File: src/rtl/tile_layer_mixer_if.sv
// Pixel-side bus of tile_layer_mixer: per-layer planar graphics and attributes
// in, the daisy-chained PRI/CLI/DTI stream in, and the mixed pixel out.
interface tile_layer_mixer_if #(
  parameter int LAYERS = 2,
  parameter int BPP    = 3,
  parameter int CLW    = 8,
  parameter int PRW    = 3
);
  logic                    FLIP;
  logic [LAYERS-1:0]       LOAD;
  logic [LAYERS-1:0]       LAYER_EN;
  logic [LAYERS*BPP*4-1:0] GDI;
  logic [LAYERS*CLW-1:0]   CLI_L;
  logic [LAYERS*PRW-1:0]   PRI_L;
  logic [LAYERS*2-1:0]     FINE;
  logic [PRW-1:0]          PRI;
  logic [CLW-1:0]          CLI;
  logic [BPP-1:0]          DTI;
  logic [PRW-1:0]          PRO;
  logic [CLW-1:0]          CLO;
  logic [BPP-1:0]          DTO;
  logic [LAYERS-1:0]       ACTIVE;

  modport master (
    output FLIP, LOAD, LAYER_EN, GDI, CLI_L, PRI_L, FINE, PRI, CLI, DTI,
    input  PRO, CLO, DTO, ACTIVE
  );

  modport slave (
    input  FLIP, LOAD, LAYER_EN, GDI, CLI_L, PRI_L, FINE, PRI, CLI, DTI,
    output PRO, CLO, DTO, ACTIVE
  );
endinterface

File: src/rtl/tile_layer_mixer.sv
// Multi-layer tile pixel serialiser with per-layer fine-scroll delay and
// priority mixing over the upstream PRI/CLI/DTI chain.
module tile_layer_mixer #(
  parameter int             LAYERS = 2,
  parameter int             BPP    = 3,
  parameter int             CLW    = 8,
  parameter int             PRW    = 3,
  parameter logic [BPP-1:0] TRANSP = {BPP{1'b1}}
) (
  input logic               CLK_6M,
  input logic               RST_N,
  tile_layer_mixer_if.slave bus
);

  typedef struct packed {
    logic [BPP-1:0] dt;
    logic [CLW-1:0] cl;
    logic [PRW-1:0] pr;
  } pix_t;

  localparam pix_t PIX_IDLE = '{dt: TRANSP, cl: '0, pr: '0};

  logic [BPP*4-1:0]  gd_q   [LAYERS];
  logic [CLW-1:0]    cl_q   [LAYERS];
  logic [PRW-1:0]    pr_q   [LAYERS];
  logic [1:0]        idx_q  [LAYERS];
  logic [LAYERS-1:0] active_q;

  pix_t s1    [LAYERS];
  pix_t dly_q [LAYERS][3];
  pix_t tap   [LAYERS];
  pix_t chain_q;
  pix_t mix;
  pix_t out_q;

  // Stage 1: group latch and pixel index per layer.
  // NOTE: all clocked state uses non-blocking assignments so every register
  // samples pre-edge values regardless of statement order.
  always_ff @(posedge CLK_6M or negedge RST_N) begin
    if (!RST_N) begin
      active_q <= '0;
      for (int l = 0; l < LAYERS; l++) begin
        for (int p = 0; p < BPP; p++) gd_q[l][p*4 +: 4] <= {4{TRANSP[p]}};
        cl_q[l]  <= '0;
        pr_q[l]  <= '0;
        idx_q[l] <= 2'd3;
      end
    end else begin
      for (int l = 0; l < LAYERS; l++) begin
        if (bus.LOAD[l]) begin
          gd_q[l]     <= bus.GDI[l*BPP*4 +: BPP*4];
          cl_q[l]     <= bus.CLI_L[l*CLW +: CLW];
          pr_q[l]     <= bus.PRI_L[l*PRW +: PRW];
          idx_q[l]    <= 2'd0;
          active_q[l] <= 1'b1;
        end else if (active_q[l] && idx_q[l] != 2'd3) begin
          idx_q[l] <= idx_q[l] + 2'd1;
        end else if (idx_q[l] == 2'd3) begin
          active_q[l] <= 1'b0;
        end
      end
    end
  end

  // Pixel extraction; FLIP is live so a mid-group change takes effect at once.
  // NOTE: every always_comb output gets a default first so no path can infer a latch.
  always_comb begin
    logic [3:0] nib;
    nib = '0;
    for (int l = 0; l < LAYERS; l++) begin
      s1[l].cl = cl_q[l];
      s1[l].pr = pr_q[l];
      s1[l].dt = TRANSP;
      if (active_q[l]) begin
        for (int p = 0; p < BPP; p++) begin
          nib = gd_q[l][p*4 +: 4];
          s1[l].dt[p] = bus.FLIP ? nib[idx_q[l]] : nib[~idx_q[l]];
        end
      end
    end
  end

  // Fine-scroll delay lines and the upstream chain register.
  // NOTE: the delay lines are reset to transparent so no stale pixel from before
  // a reset can surface on a delayed tap afterwards.
  always_ff @(posedge CLK_6M or negedge RST_N) begin
    if (!RST_N) begin
      chain_q <= PIX_IDLE;
      for (int l = 0; l < LAYERS; l++)
        for (int s = 0; s < 3; s++) dly_q[l][s] <= PIX_IDLE;
    end else begin
      chain_q <= '{dt: bus.DTI, cl: bus.CLI, pr: bus.PRI};
      for (int l = 0; l < LAYERS; l++) begin
        dly_q[l][0] <= s1[l];
        dly_q[l][1] <= dly_q[l][0];
        dly_q[l][2] <= dly_q[l][1];
      end
    end
  end

  always_comb begin
    for (int l = 0; l < LAYERS; l++) begin
      tap[l] = s1[l];
      case (bus.FINE[l*2 +: 2])
        2'd1:    tap[l] = dly_q[l][0];
        2'd2:    tap[l] = dly_q[l][1];
        2'd3:    tap[l] = dly_q[l][2];
        default: tap[l] = s1[l];
      endcase
    end
  end

  // Ascending layer order with >= hands priority ties to the higher index.
  always_comb begin
    mix = chain_q;
    for (int l = 0; l < LAYERS; l++) begin
      if (bus.LAYER_EN[l] && tap[l].dt != TRANSP && tap[l].pr >= mix.pr)
        mix = tap[l];
    end
  end

  always_ff @(posedge CLK_6M or negedge RST_N) begin
    if (!RST_N) out_q <= '0;
    else        out_q <= mix;
  end

  assign bus.PRO    = out_q.pr;
  assign bus.CLO    = out_q.cl;
  assign bus.DTO    = out_q.dt;
  assign bus.ACTIVE = active_q;

endmodule

File: src/flat_wrapper.sv
// flat-port wrapper written by rule: the top's interface ports become plain ports
module tile_layer_mixer_flat 
#(
  parameter int             LAYERS = 2,
  parameter int             BPP    = 3,
  parameter int             CLW    = 8,
  parameter int             PRW    = 3,
  parameter logic [BPP-1:0] TRANSP = {BPP{1'b1}}
)
  (CLK_6M, RST_N, bus_FLIP, bus_LOAD, bus_LAYER_EN, bus_GDI, bus_CLI_L, bus_PRI_L, bus_FINE, bus_PRI, bus_CLI, bus_DTI, bus_PRO, bus_CLO, bus_DTO, bus_ACTIVE);
  tile_layer_mixer_if #(.LAYERS(LAYERS), .BPP(BPP), .CLW(CLW), .PRW(PRW)) bus_i ();
  input logic CLK_6M;
  input logic RST_N;
  input wire logic [$bits(bus_i.FLIP)-1:0] bus_FLIP;
  input wire logic [$bits(bus_i.LOAD)-1:0] bus_LOAD;
  input wire logic [$bits(bus_i.LAYER_EN)-1:0] bus_LAYER_EN;
  input wire logic [$bits(bus_i.GDI)-1:0] bus_GDI;
  input wire logic [$bits(bus_i.CLI_L)-1:0] bus_CLI_L;
  input wire logic [$bits(bus_i.PRI_L)-1:0] bus_PRI_L;
  input wire logic [$bits(bus_i.FINE)-1:0] bus_FINE;
  input wire logic [$bits(bus_i.PRI)-1:0] bus_PRI;
  input wire logic [$bits(bus_i.CLI)-1:0] bus_CLI;
  input wire logic [$bits(bus_i.DTI)-1:0] bus_DTI;
  output wire logic [$bits(bus_i.PRO)-1:0] bus_PRO;
  output wire logic [$bits(bus_i.CLO)-1:0] bus_CLO;
  output wire logic [$bits(bus_i.DTO)-1:0] bus_DTO;
  output wire logic [$bits(bus_i.ACTIVE)-1:0] bus_ACTIVE;
  assign bus_i.FLIP = bus_FLIP;
  assign bus_i.LOAD = bus_LOAD;
  assign bus_i.LAYER_EN = bus_LAYER_EN;
  assign bus_i.GDI = bus_GDI;
  assign bus_i.CLI_L = bus_CLI_L;
  assign bus_i.PRI_L = bus_PRI_L;
  assign bus_i.FINE = bus_FINE;
  assign bus_i.PRI = bus_PRI;
  assign bus_i.CLI = bus_CLI;
  assign bus_i.DTI = bus_DTI;
  assign bus_PRO = bus_i.PRO;
  assign bus_CLO = bus_i.CLO;
  assign bus_DTO = bus_i.DTO;
  assign bus_ACTIVE = bus_i.ACTIVE;
  tile_layer_mixer #(.LAYERS(LAYERS), .BPP(BPP), .CLW(CLW), .PRW(PRW), .TRANSP(TRANSP)) u_core (.CLK_6M(CLK_6M), .RST_N(RST_N), .bus(bus_i));
endmodule
File: config.mk
export PLATFORM = sky130hd
export DESIGN_NAME = tile_layer_mixer_flat
export DESIGN_NICKNAME = d
export VERILOG_FILES = /design/src/rtl/tile_layer_mixer_if.sv /design/src/rtl/tile_layer_mixer.sv /design/src/flat_wrapper.sv
export SDC_FILE = /design/constraint.sdc
export NUM_CORES = 1
export LEC_CHECK = 0
export ABC_AREA = 1
export CAP_MARGIN = 10
export CORE_ASPECT_RATIO = 1.2
export CORE_MARGIN = 2
export CORE_UTILIZATION = 48
export DETAILED_ROUTE_END_ITERATION = 8
export MAX_ROUTING_LAYER = met4
export PLACE_DENSITY_LB_ADDON = 0.05
export REMOVE_ABC_BUFFERS = 1
export SYNTH_ARGS = -nofsm -noshare
export SYNTH_HDL_FRONTEND = slang
export SYNTH_SLANG_ARGS = --single-unit
File: constraint.sdc
create_clock -name CLK_6M -period 4.17 [get_ports CLK_6M]
set_input_delay 0.834 -clock CLK_6M [delete_from_list [all_inputs] [get_ports CLK_6M]]
set_output_delay 0.834 -clock CLK_6M [all_outputs]
set_load 0.05 [all_outputs]
Yosys cells after proc, flatten, opt, wreduce, memory -nomap -nowiden
Cells that the tools add are included.
Operators by class
  add/subtract/negate cells: 2
  $lt $le $gt $ge: 6
  equal/unequal tests: 14
  mux-type cells: 46
  bitwise logic cells: 2
  reduce and logical (&&, ||, !) cells: 12
Operator list (count)
  $pmux W14 S3: 2
  $mux W14: 2
  $bmux W1 S2: 12
  $mux W1: 24
  $eq A2 B2 Y1 const B: 6
  $lt A2 B3 Y1 const B: 4
  $mux W2: 4
  $ne A2 B2 Y1 const B: 4
  $reduce_bool A2 Y1: 4
  $ge A3 B3 Y1: 2
  $logic_and A1 B1 Y1: 6
  $mux W3: 2
  $ne A3 B3 Y1 const B: 2
  $add A2 B1 Y2 const B: 2
  $eq A2 B1 Y1 const B: 2
  $not A2 Y2: 2
  $reduce_and A2 Y1: 2
Storage, ports and cells
  register bits after elaboration: 164
  input port bits: 71
  output and inout bits: 16
  logic and storage cells: 116

Longest topological paths before layout
  word-level depth: 13
  depth in mapped cells: 28
  mapped depth without buffers: 27

Worst setup path after synthesis
No wires, ideal clock.
  path type: in2reg
  from: input bus_FINE[0]
  to: register u_core.out_q, in the netlist u_core.bus.PRO[2]
  library setup time: 0.118 ns
  data arrival time: 3.719 ns
  data required time: 4.052 ns
  slack: 0.333 ns
  stages on the path: 26
  path buffers: 3
  cells stage by stage: buf_2 nor2_2 buf_2 inv_1 o21ai_0 inv_1 ha_1 a21oi_1 nor2_1 o21ai_0 inv_1 nand2_2 nand2_1 and2_1 ha_1 inv_1 nand2_1 a21oi_1 nor2_1 o21ai_0 inv_1 nand2_2 inv_2 buf_6 nand2_1 nand2_1
RTL lines
  start, declared: line flat_wrapper.sv:20  | input wire logic [$bits(bus_i.FINE)-1:0] bus_FINE;
  end signal, assigned: line tile_layer_mixer.sv:124  | else out_q <= mix;
  end, declared: line tile_layer_mixer.sv:34  | pix_t out_q;

==> summary.md <==
| Metric | Value |
|---|---|
| Run status | completed |
| Largest family of logic cells by synthesized area | simple AND/OR/NAND/NOR gates |
| Asr flop ratio synth | 100% |
| TritonCTS clock tree | done |
| Gr usage total | between 20% and 30% |
| Final HPWL DP | 10300 um |
| Share of cells above drive strength 1 | 14.2% |
| MaxCap Viol Count | 0 |
| Initial antenna violation count | 0 |
| Die Height | ~130 um |
| Htree depth | 4 |
| Row count | 47 |
| Worst-path clk slew | ~0.06 ns |
| Clk_lat worst skew | around 0.42 ns |
| HP Class | reg -> reg |
| Post-synth top flop | dfrtp_1 |
| Placed cells | approximately 960 |
| Largest net degree at the start of global routing | 100 |
| Post-synth top area cell | dfrtp_1 |
| Part of the power in combinational logic | 19.5% |
| Leak | 4.05 nW |
| Worst EP arrival | between 4 and 5 ns |
| Crit path capture type | flip-flop |
| Worst setup path category | in -> reg |
| Clk buf depth | 2 |
| CTS Buf Count | 17 |
| Pwr dens | 540 mW/mm^2 |
| Synth Area in Simple Gates | 21.7% |
| Via count | 5049 |
| Final setup fails | 0 |
| Clk sinks | 164 |
| First-pass GRT wire length | between 20000 and 30000 um |
| Sw power | 1.30 mW |
| First DRT Iteration DRCs | approximately 350 |
| Final Cycle Share | 92.8% |
| Wire per inst | 14.9 um |
| Synth area leaders | dfrtp_1, dfstp_2, nand2_1 |
| Final min period | 3.87 ns |
| Ports | 87 |
| Slew @ Worst Pin | just under 0.9 ns |
| Ant diodes | 0 |
| Hold bufs inserted after CTS | 0 |
| Synth Area in XOR/XNOR | 0% |
| Worst path required time | between 4 and 5 ns |
| Die width | roughly 110 um |
| Netlist cell types | 26 |
| PortBufs | 86 |
| Post-route ant nets | 0 |
| Sw frac | 28.7% |
| Fmax | 258 MHz |
| Vias per cell | 5.08 |
| Fraction of the mapped netlist area in compound gates | 7.17% |
| Cell area after layout | between 0.008 and 0.009 sq mm |
| Vias in the first global route | approximately 5200 |
| 1st-pass router iterations | 4 |
| Fin. Hold Viols | 0 |
| Overflow after GRT | 0 |
| Post-synthesis mux area share | 0% |
| Share of the synthesized area in the top cell type | a little over two fifths |
| Core area | 0.0136 sq mm |
| Gp weighted congestion | roughly 0.96 |
| Yosys warnings | 0 |
| Slew Limit Fails | 0 |
| Fin nets | 888 |
| Worst Skew | 0.00589 ns |
| Synth Area in Adders | under 10% |
| Total power draw | approximately 4.5 mW |
| Clk root buf | clkbuf_16 |
| Element type at the critical path start | input pin |
| #FFs+latches synth | roughly 160 |
| Clk pwr share | around 35% |
| Full die area | around 0.015 sq mm |
| Fill cells | 1173 |
| Initial Util | 48.6% |
| Crit-path max FO | 8 |
| Register area share after synthesis | between 60% and 70% |
| Internal power | between 3 and 4 mW |
| Syn Inst Count | 708 |
| Layout Cells excl Fill | 993 |
| Area Growth Syn to Fin | 26.5% |
| Area after DPL | 0.00774 sq mm |
| VDD IR max | 328 uV |
| Routed WL | 14800 um |
| Netlist Area Pre-Place | 0.00663 sq mm |
| EDFF count, synth | 0 |
| Flop pwr share | 45.0% |
| Slew HR | 40.7% |
| DRC Markers | 0 |
| Syn_area_per_cell | 9.36 sq um |
-- synthesized netlist by cell type, types with 2 or more instances --
| master | number |
|---|---|
| clkbuf_1 | 15 |
| ha_1 | 8 |
| buf_6 | 4 |
| a22oi_1 | 3 |
| dfstp_2 | 49 |
| nor2_1 | 6 |
| nand3_1 | 83 |
| dfrtp_1 | 115 |
| inv_1 | 75 |
| a22o_1 | 3 |
| nand3_2 | 2 |
| inv_2 | 4 |
| nand2_2 | 2 |
| a21oi_1 | 14 |
| buf_4 | 5 |
| nor2_2 | 2 |
| buf_2 | 3 |
| a221oi_1 | 4 |
| o2111ai_1 | 7 |
| o21ai_0 | 49 |
| nand2_1 | 250 |
-- cell families (layout without fill, tap and decap cells) --
logic type / count (synthesis) / after routing
AO/OA/AOI/OAI: 82 / 82
flip-flops: 164 / 164
adder cells (fa/ha/maj): 8 / 8
AND/OR/NAND/NOR: 348 / 348
buffers and inverters: 106 / 220
-- sequential cells by signal, summed over array words and instances (netlist names), 4 cells and up --
register and cells:
u_core.dly_q 84, u_core.gd_q 24, u_core.cl_q 16, u_core.chain_q 14, u_core.bus.CLO 8, u_core.pr_q 6
u_core.idx_q 4
-- stage by stage --
stage               utilization, %  hold slack, ns  setup WS [ns]  TNS [ns]
floorplan                        -           0.349          0.202         0
global placement              56.7           0.352        -0.0425    -0.179
detailed placement            56.7           0.356         -0.103    -0.949
CTS                           61.2           0.364          0.276         0
global route                  61.5           0.363        -0.0376    -0.234
finish                        61.5           0.363          0.301         0
-- layout make-up --
class                           count  area, sq um  share of cell area [%]
Sequential cell                   164         4170                    49.7
Multi-Input combinational cell    438         2040                    24.4
Timing Repair Buffer              109         1050                    12.5
Clock buffer                       24          492                    5.86
Inverter                           79          299                    3.57
Tap cell                          171          214                    2.55
Clock inverter                      8          123                    1.46
-- cell usage in the layout, fill, tap and decap left out, drive strengths merged, types with 2 or more instances in the layout --
| cell | netlist | routed |
|---|---|---|
| a21oi | 14 | 14 |
| a221oi | 4 | 4 |
| a22o | 3 | 3 |
| a22oi | 3 | 3 |
| buf | 12 | 24 |
| bufinv | 0 | 3 |
| clkbuf | 15 | 24 |
| clkdlybuf4s50 | 0 | 84 |
| clkinv | 0 | 2 |
| clkinvlp | 0 | 3 |
| dfrtp | 115 | 115 |
| dfstp | 49 | 49 |
| ha | 8 | 8 |
| inv | 79 | 79 |
| nand2 | 252 | 252 |
| nand3 | 85 | 85 |
| nor2 | 8 | 8 |
| o2111ai | 7 | 7 |
| o21ai | 49 | 49 |
-- timing repair --
action,CTS,global route
resized for setup,0,10
setup endpoints to repair,0,14
buffers inserted,0,0
-- metal layers --
metal  vias up  global-route usage, %  share of wire, %
li1       2459                      -                 -
met1      2476                   29.3                45
met2       104                   36.8                50
met3        10                   5.18               3.6
met4         0                   5.76              0.78
met5         -                      -                 0
-- final timing paths --
kind,start,to,slack [ns],cells past startpoint
max,bus_FINE[0],u_core.bus.CLO[6]$_DFF_PN0_,0.30,27
min,u_core.dly_q[25]$_DFF_PN1_,u_core.dly_q[11]$_DFF_PN1_,0.36,0
max reg2reg,u_core.dly_q[71]$_DFF_PN0_,u_core.bus.CLO[6]$_DFF_PN0_,1.02,23
min reg2reg,u_core.dly_q[25]$_DFF_PN1_,u_core.dly_q[11]$_DFF_PN1_,0.36,0
max in group asynchronous,RST_N,u_core.dly_q[32]$_DFF_PN0_,2.84,2
min in group asynchronous,RST_N,u_core.dly_q[57]$_DFF_PN0_,0.53,1
-- power groups by stage --
stage               logic, mW  registers [mW]  clock network [mW]
finish                  0.885            2.04                1.61
global route            0.996            2.07                1.71
CTS                     0.888            2.04                1.64
detailed placement      0.880            2.06                   0
global placement        0.860            2.06                   0
floorplan               0.392            2.16                   0
-- worst max-delay path, cell delays in order --
cell	delay [ns]
clkdlybuf4s50_1	0.52
inv_1	0.05
nand2_1	0.05
inv_1	0.11
a221oi_2	0.27
nand2_1	0.10
o21ai_2	0.09
inv_1	0.07
ha_1	0.28
a21oi_1	0.15
nor2_1	0.05
o21ai_0	0.14
inv_1	0.10
nand2_2	0.08
nand2_1	0.06
and2_1	0.14
ha_1	0.26
inv_1	0.05
nand2_1	0.04
a21oi_1	0.11
nor2_1	0.04
o21ai_0	0.13
inv_1	0.08
nand2_2	0.11
buf_4	0.16
nand3_1	0.08
nand2_1	0.07
(Power assumes the default switching activity.)
